### config.mk
export PLATFORM = sky130hd
export DESIGN_NAME = cavlc_block_sched
export DESIGN_NICKNAME = d
export VERILOG_FILES = /design/src/rtl/cavlc_block_sched.sv
export SDC_FILE = /design/constraint.sdc
export NUM_CORES = 1
export LEC_CHECK = 0
export ABC_AREA = 0
export ABC_CLOCK_PERIOD_IN_PS = 13300
export BUFFER_PORTS_ARGS = -buffer_cell sky130_fd_sc_hd__buf_2
export CAP_MARGIN = 20
export CORE_UTILIZATION = 47
export DETAILED_ROUTE_END_ITERATION = 12
export PLACE_DENSITY = 0.73
export SKIP_LAST_GASP = 1
export SLEW_MARGIN = 40
export SYNTH_ARGS = -nofsm -noshare
export SYNTH_HDL_FRONTEND = slang
export SYNTH_SLANG_ARGS = --single-unit
### constraint.sdc
create_clock -name clk -period 13.3 [get_ports clk]
set_clock_uncertainty 0.05 [all_clocks]
set_input_delay 3.99 -clock clk [delete_from_list [all_inputs] [get_ports clk]]
set_output_delay 3.99 -clock clk [all_outputs]
set_load 0.005 [all_outputs]
### src/rtl/cavlc_block_sched.sv
// CAVLC block sequencer: captures a 4x4 coefficient block, scans it in reverse zig-zag
// order, then presents the block header followed by one {level, run_before} beat per nonzero.
module cavlc_block_sched #(
  parameter int COEF_W = 15
) (
  input  logic                  clk,
  input  logic                  rst,
  input  logic                  blk_valid,
  output logic                  blk_ready,
  input  logic [16*COEF_W-1:0]  blk_data,
  output logic                  hdr_valid,
  input  logic                  hdr_ready,
  output logic [4:0]            total_coeff,
  output logic [1:0]            trailing_ones,
  output logic [3:0]            total_zeros,
  output logic                  coef_valid,
  input  logic                  coef_ready,
  output logic [COEF_W-1:0]     coef_level,
  output logic [3:0]            coef_run,
  output logic                  coef_last,
  output logic                  busy
);

  typedef enum logic [1:0] {IDLE, SCAN, HDR, EMIT} state_t;

  state_t                   state;
  logic signed [COEF_W-1:0] coef_q [16];
  logic signed [COEF_W-1:0] lev_q  [16];
  logic [3:0]               run_q  [16];

  logic [3:0]               pos;
  logic [4:0]               tc;
  logic [1:0]               t1;
  logic                     t1_done;
  logic [3:0]               tz;
  logic [3:0]               beat;

  logic [4:0]               tc_nxt;
  logic [1:0]               t1_nxt;
  logic                     t1_done_nxt;
  logic [3:0]               tz_nxt;
  logic signed [COEF_W-1:0] cur;
  logic [3:0]               last_idx;

  function automatic logic [3:0] zz_raster(input logic [3:0] p);
    case (p)
      4'd0:    zz_raster = 4'd0;
      4'd1:    zz_raster = 4'd1;
      4'd2:    zz_raster = 4'd4;
      4'd3:    zz_raster = 4'd8;
      4'd4:    zz_raster = 4'd5;
      4'd5:    zz_raster = 4'd2;
      4'd6:    zz_raster = 4'd3;
      4'd7:    zz_raster = 4'd6;
      4'd8:    zz_raster = 4'd9;
      4'd9:    zz_raster = 4'd12;
      4'd10:   zz_raster = 4'd13;
      4'd11:   zz_raster = 4'd10;
      4'd12:   zz_raster = 4'd7;
      4'd13:   zz_raster = 4'd11;
      4'd14:   zz_raster = 4'd14;
      default: zz_raster = 4'd15;
    endcase
  endfunction

  function automatic logic is_unit(input logic signed [COEF_W-1:0] v);
    is_unit = (v == {{(COEF_W-1){1'b0}}, 1'b1}) || (v == {COEF_W{1'b1}});
  endfunction

  assign cur       = coef_q[zz_raster(pos)];
  // tc counts entries, so the newest entry sits one below it (16 wraps to index 15)
  assign last_idx  = tc[3:0] - 4'd1;
  assign blk_ready = (state == IDLE) && !rst;
  assign busy      = (state != IDLE);

  always_comb begin
    tc_nxt      = tc;
    t1_nxt      = t1;
    t1_done_nxt = t1_done;
    tz_nxt      = tz;
    if (cur != '0) begin
      tc_nxt = tc + 5'd1;
      if (!t1_done) begin
        if (!is_unit(cur))
          t1_done_nxt = 1'b1;
        else if (t1 != 2'd3)
          t1_nxt = t1 + 2'd1;
      end
    end else if (tc != 5'd0) begin
      tz_nxt = tz + 4'd1;
    end
  end

  // Block capture and scan list; zeros extend the run of the most recent nonzero entry
  always_ff @(posedge clk) begin
    if (state == IDLE && blk_valid) begin
      for (int k = 0; k < 16; k++)
        coef_q[k] <= blk_data[k*COEF_W +: COEF_W];
    end
    if (state == SCAN) begin
      if (cur != '0) begin
        lev_q[tc[3:0]] <= cur;
        run_q[tc[3:0]] <= 4'd0;
      end else if (tc != 5'd0) begin
        run_q[last_idx] <= run_q[last_idx] + 4'd1;
      end
    end
  end

  always_ff @(posedge clk) begin
    if (rst) begin
      state         <= IDLE;
      pos           <= 4'd0;
      tc            <= 5'd0;
      t1            <= 2'd0;
      t1_done       <= 1'b0;
      tz            <= 4'd0;
      beat          <= 4'd0;
      hdr_valid     <= 1'b0;
      total_coeff   <= 5'd0;
      trailing_ones <= 2'd0;
      total_zeros   <= 4'd0;
      coef_valid    <= 1'b0;
      coef_level    <= '0;
      coef_run      <= 4'd0;
      coef_last     <= 1'b0;
    end else begin
      case (state)
        IDLE: begin
          if (blk_valid) begin
            state   <= SCAN;
            pos     <= 4'd15;
            tc      <= 5'd0;
            t1      <= 2'd0;
            t1_done <= 1'b0;
            tz      <= 4'd0;
          end
        end
        SCAN: begin
          tc      <= tc_nxt;
          t1      <= t1_nxt;
          t1_done <= t1_done_nxt;
          tz      <= tz_nxt;
          if (pos == 4'd0) begin
            state         <= HDR;
            hdr_valid     <= 1'b1;
            total_coeff   <= tc_nxt;
            trailing_ones <= t1_nxt;
            total_zeros   <= tz_nxt;
          end else begin
            pos <= pos - 4'd1;
          end
        end
        HDR: begin
          if (hdr_ready) begin
            hdr_valid <= 1'b0;
            if (tc == 5'd0) begin
              state <= IDLE;
            end else begin
              state      <= EMIT;
              coef_valid <= 1'b1;
              coef_level <= lev_q[0];
              coef_run   <= run_q[0];
              coef_last  <= (tc == 5'd1);
              beat       <= 4'd1;
            end
          end
        end
        EMIT: begin
          if (coef_ready) begin
            if (coef_last) begin
              coef_valid <= 1'b0;
              state      <= IDLE;
            end else begin
              coef_level <= lev_q[beat];
              coef_run   <= run_q[beat];
              coef_last  <= (beat == last_idx);
              beat       <= beat + 4'd1;
            end
          end
        end
        default: state <= IDLE;
      endcase
    end
  end

endmodule

### Word-level counts from Yosys, hierarchy flattened

Memory sizes are Yosys's and may differ from the RTL's. A register that Yosys moved wholly into a read port is not among the register bits.
Index checks and enable logic that the tools add are counted.

| word-level totals | value |
|---|---|
| logic and storage cells | 140 |
| RAM bits | 544 |
| bits in registers | 55 |
| memories kept | 4 |
| output and inout bits | 35 |
| bits in read-only memories | 64 |
| input port bits | 245 |

| cells by class | value |
|---|---|
| multiplexer cells | 74 |
| $add $sub $neg | 7 |
| reductions and logical operators | 23 |
| equal/unequal tests | 17 |

Memory list:

| memory | depth | bits a word | read ports | clocked after memory_dff | write ports | RTL line | text |
|---|---|---|---|---|---|---|---|
| coef_q | 16 | 15 | 1 | 0 | 16 | 27 | `logic signed [COEF_W-1:0] coef_q [16];` |
| lev_q | 16 | 15 | 2 | 1 | 1 | 28 | `logic signed [COEF_W-1:0] lev_q [16];` |
| (name not given) | 16 | 4 | 1 | 1 | 0 | 46 | `case (p)` |
| run_q | 16 | 4 | 3 | 1 | 1 | 29 | `logic [3:0] run_q [16];` |

Operators by type and width:

| kind | count |
|---|---|
| $mux 4 | 21 |
| $mux 15 | 4 |
| $pmux 4 s2 | 4 |
| $pmux 15 s2 | 1 |
| $mux 1 | 24 |
| $mux 2 | 11 |
| $ne 2x2->1 const B | 9 |
| $eq 15x1->1 const B | 1 |
| $eq 15x15->1 const B | 1 |
| $reduce_and 5->1 | 3 |
| $reduce_bool 15->1 | 1 |
| $add 4x1->4 const B | 3 |
| $mux 5 | 2 |
| $pmux 5 s2 | 1 |
| $reduce_and 3->1 | 3 |
| $pmux 1 s2 | 4 |
| $pmux 2 s4 | 1 |
| $reduce_bool 2->1 | 4 |
| $sub 4x1->4 const B | 2 |
| $add 5x1->5 const B | 1 |
| $eq 5x1->1 const B | 1 |
| $logic_not 5->1 | 1 |
| $reduce_bool 5->1 | 1 |
| $eq 2x2->1 const B | 2 |
| other kinds (13) | 15 |

### Longest topological paths before layout

| depth | value |
|---|---|
| depth in word-level cells | 7 |
| gate-level depth with buffers | 14 |

### Worst setup path before layout

No wires, ideal clock.

| path | value |
|---|---|
| path type | input -> register |
| start | input port blk_valid |
| end | register with a tool-made name |
| stages on the path | 10 |
| data required time | 13131 ps |
| path slack | 2737 ps |
| path buffers | 0 |
| data arrival time | 10394 ps |
| cell sequence | nand2_1 inv_1 nor3_1 a211oi_1 inv_1 ha_1 inv_1 o211ai_1 a21oi_1 a21oi_1 |

RTL lines:

| item | RTL line | text |
|---|---|---|
| from (decl) | 8 | `input logic blk_valid,` |

### Final worst setup path

| path | value |
|---|---|
| start | input port rst |
| end | output port blk_ready |

| on the way | value |
|---|---|
| word-level cells in the longest chain between the ends | 2 |

RTL lines:

| item | RTL line | text |
|---|---|---|
| from (decl) | 7 | `input logic rst,` |
| $logic_not 1->1 | 73 | `assign blk_ready = (state == IDLE) && !rst;` |
| $logic_and 1x1->1 | 73 |  |
| to (decl) | 9 | `output logic blk_ready,` |

No other way between the ends.

==> results.md <==
- First-pass GRT wire length: a little over 80,000 microns
- Ys async rst share: 0
- Cells after Synth: 1,320
- Top delay family on crit path: buffers and inverters
- Clock slew at reported path FFs: ~0.060 ns
- Total grt overflow: 0
- CTS Buf Count: 56
- Post-DP Area: ~0.027 sq mm
- Hold Buf Count CTS: 0
- Data required, critical path: 9.26 ns
- Synthesis Warnings: 0
- Hpwl dp: roughly 36,000 microns
- Post-synth top cells: edfxtp_1, mux4_2, nand2_1, dfxtp_1, nor2_1
- Post-layout util: 0.560
- Static leakage: ~10 nW
- Initial detailed-routing violation count: roughly 950
- Worst Hold End: total_coeff[0]
- Minimum clock period: around 8.9 ns
- GR Util All Layers: 0.207
- Post-synth EDFFs: roughly 540
- Worst path most repeated cell: buf_2
- Hold Path Depth: 2
- Vias in the first global route: between 10k and 15k
- Main synth FF type: edfxtp_1
- PD cells: 200 mW/mm^2
- Largest net degree at the start of global routing: about 90
- Share of the yosys chip area belonging to registers: 0.710
- Most numerous cell in the Yosys netlist: edfxtp_1
- Final Power: slightly below 6 mW
- Wire per inst: 23.3 microns
- Crit. End Element: output port
- Unrepaired setup endpoints after global routing: false
- Final setup violation count: 0
- Latest clock arrival within the worst-skew pair: 0.63 ns
- Crit Path Category: input pin to output port
- Period utilisation layout: 0.669
- CP cell instances: buf_2 -> buf_4 -> nor2_1 -> buf_2
- Die H: roughly 230 microns
- Worst path slowest cell: buf_4
- Maximum clock frequency: approximately 110 MHz
- HP Start: total_coeff[0]
- Final nets: ~1.9k
- CP bufs+invs: 3
- Leading area contributor after synthesis: edfxtp_1
- Top-Level Pins: 280
- Vias: 13.4k
- Routability cong.: around 0.86
- Mapped cell area: between 0.02 and 0.025 sq mm
- Chip width: ~230 microns
- Arrival time worst endpoint: 4.86 ns
- Max clock buf depth: 3
- Final Hold Violating Endpoints: 0
- Crit Reg-Reg Endpoint: run_q[12][2]
- WL final: ~55,000 microns
- Cell row count: 83
- Slew Limit Headroom: 0.459
- Crit path launch type: input pin
- CTS Root Cell: clkbuf_16
- Hold/Removal Path Class: register to register
- Peak supply drop: approximately 150 uV
- Clk sinks: around 610
- Core outline area: 0.0517 sq mm
- Post-CTS Setup Repair Bufs: 0
- Setup TNS: 0 ns
- Die area: roughly 0.054 sq mm
- DR DRC count: 0
- Synth area leaders: edfxtp_1, mux4_2, dfxtp_1, mux2i_1, nand2_1
- Largest stage delay on the critical path: approximately 0.55 ns
- CTS tree: built
- Initial antenna violation count: 10
- R2r worst-path depth: 9
- Max-cap violations: 0
- Worst-margin pin slew: 0.812 ns
- P&R area growth vs syn: 17.0%
- Status: complete, no violations
- Slew Viols, Final: 0
- Syn_nets: about 1.6k
- Syn Area/Cell: around 19 sq um
- Pre-Repair DR Iteration Count: 5
- Final Instance Area: roughly 0.029 sq mm
- Resized Gates After CTS: 0
- H-tree depth: 2
- Top-area cell type share of the netlist area: 0.659
- Critical Path Fanout Max: 64
- Port Buffers: 279
- Initial Util: 0.479
- Layout cells sized above 1: 0.370
- Synthesis-stage register bit count: 607
- Antenna Violating Nets Remaining: 0
- Post-synthesis cell type count: 64
- FF-to-FF setup slack: between 8 and 9 ns
- Via density per instance: around 5.7
-- state kept, by name, summed over array words and instances (netlist names), 4 cells and up, named ones only --
register,cells
beat,4
coef_level,15
coef_q,240
coef_run,4
lev_q,240
pos,4
run_q,64
tc,5
total_coeff,5
total_zeros,4
tz,4
-- through the flow --
| stage | cells | setup slack [ns] | hold WS [ns] |
|---|---|---|---|
| 3_3_place_gp | 2223 | 4.36 | 0.423 |
| 2_1_floorplan | 1320 | 2.74 | 0.405 |
| 4_1_cts | 2331 | 4.37 | 0.447 |
| 6_report | 2339 | 4.40 | 0.446 |
| 3_5_place_dp | 2226 | 4.37 | 0.435 |
| 5_1_grt | 2337 | 4.30 | 0.469 |
-- where the power goes --
group          leakage (nW)  switching [mW]  internal (mW)
registers              5.43          0.0817           2.59
clock network         0.935           0.712          0.961
logic                  3.36           0.903          0.542
total                  9.72            1.70           4.10
-- how the worst max path moves through the flow --
| stage | depth (start not counted) | end | start | slack, ns |
|---|---|---|---|---|
| 2_1_floorplan | 10 | register | blk_valid | 2.74 |
| 5_1_grt | 4 | blk_ready | rst | 4.30 |
| 4_1_cts | 4 | blk_ready | rst | 4.37 |
| 6_report | 4 | blk_ready | rst | 4.40 |
| 3_5_place_dp | 4 | blk_ready | rst | 4.37 |
| 3_3_place_gp | 4 | blk_ready | rst | 4.36 |
-- cells by family (layout without fill, tap and decap cells) --
kind of cell / count (synthesis) / after routing / synth area share
XOR/XNOR: 16 / 16 / 0.00566
AND/OR/NAND/NOR: 255 / 255 / 0.0520
adder cells (fa/ha/maj): 15 / 15 / 0.00757
buffers and inverters: 95 / 428 / 0.0181
other: 0 / 6 / 0
multiplexers: 215 / 215 / 0.173
AO/OA/AOI/OAI: 117 / 117 / 0.0335
flip-flops: 607 / 607 / 0.710
-- cells in the final DEF, fill, tap and decap left out, types with 15 or more instances in the layout --
master | Yosys | final
a21oi_1 | 21 | 20
a311oi_1 | 25 | 25
buf_2 | 7 | 279
buf_4 | 4 | 18
clkbuf_16 | 0 | 57
dfxtp_1 | 63 | 57
edfxtp_1 | 544 | 544
inv_1 | 17 | 16
mux2i_1 | 39 | 37
mux4_2 | 170 | 170
nand2_1 | 66 | 66
nand3_1 | 35 | 35
nor2_1 | 62 | 57
nor2b_1 | 15 | 15
-- worst reg2reg max path, stage by stage (launching register included) --
cell	delay, ns
dfxtp_4	0.43
buf_6	0.51
mux4_2	0.65
a22oi_1	0.29
nand3_1	0.60
nor4_1	0.44
and4b_4	0.44
nand4_4	0.33
mux2i_1	0.47
nor2b_1	0.51
-- per-layer routing --
| layer | GRT usage | wire [microns] | share of wire |
|---|---|---|---|
| met5 | 0 | 34 | 0.00062 |
| met3 | 0.0519 | 4210 | 0.077 |
| met2 | 0.345 | 27100 | 0.50 |
| met4 | 0.0752 | 1840 | 0.034 |
| met1 | 0.262 | 21300 | 0.39 |
-- layout make-up --
type                            instances  area, sq um
Inverter                               18         75.1
Clock buffer                           69         1490
Fill cell                            3926        22700
Sequential cell                       607        17600
Tap cell                              680          851
Antenna cell                            6         15.0
Clock inverter                         36          452
Multi-Input combinational cell        618         6830
Timing Repair Buffer                  305         1660
Note: power is estimated with default switching activity, not from simulation.
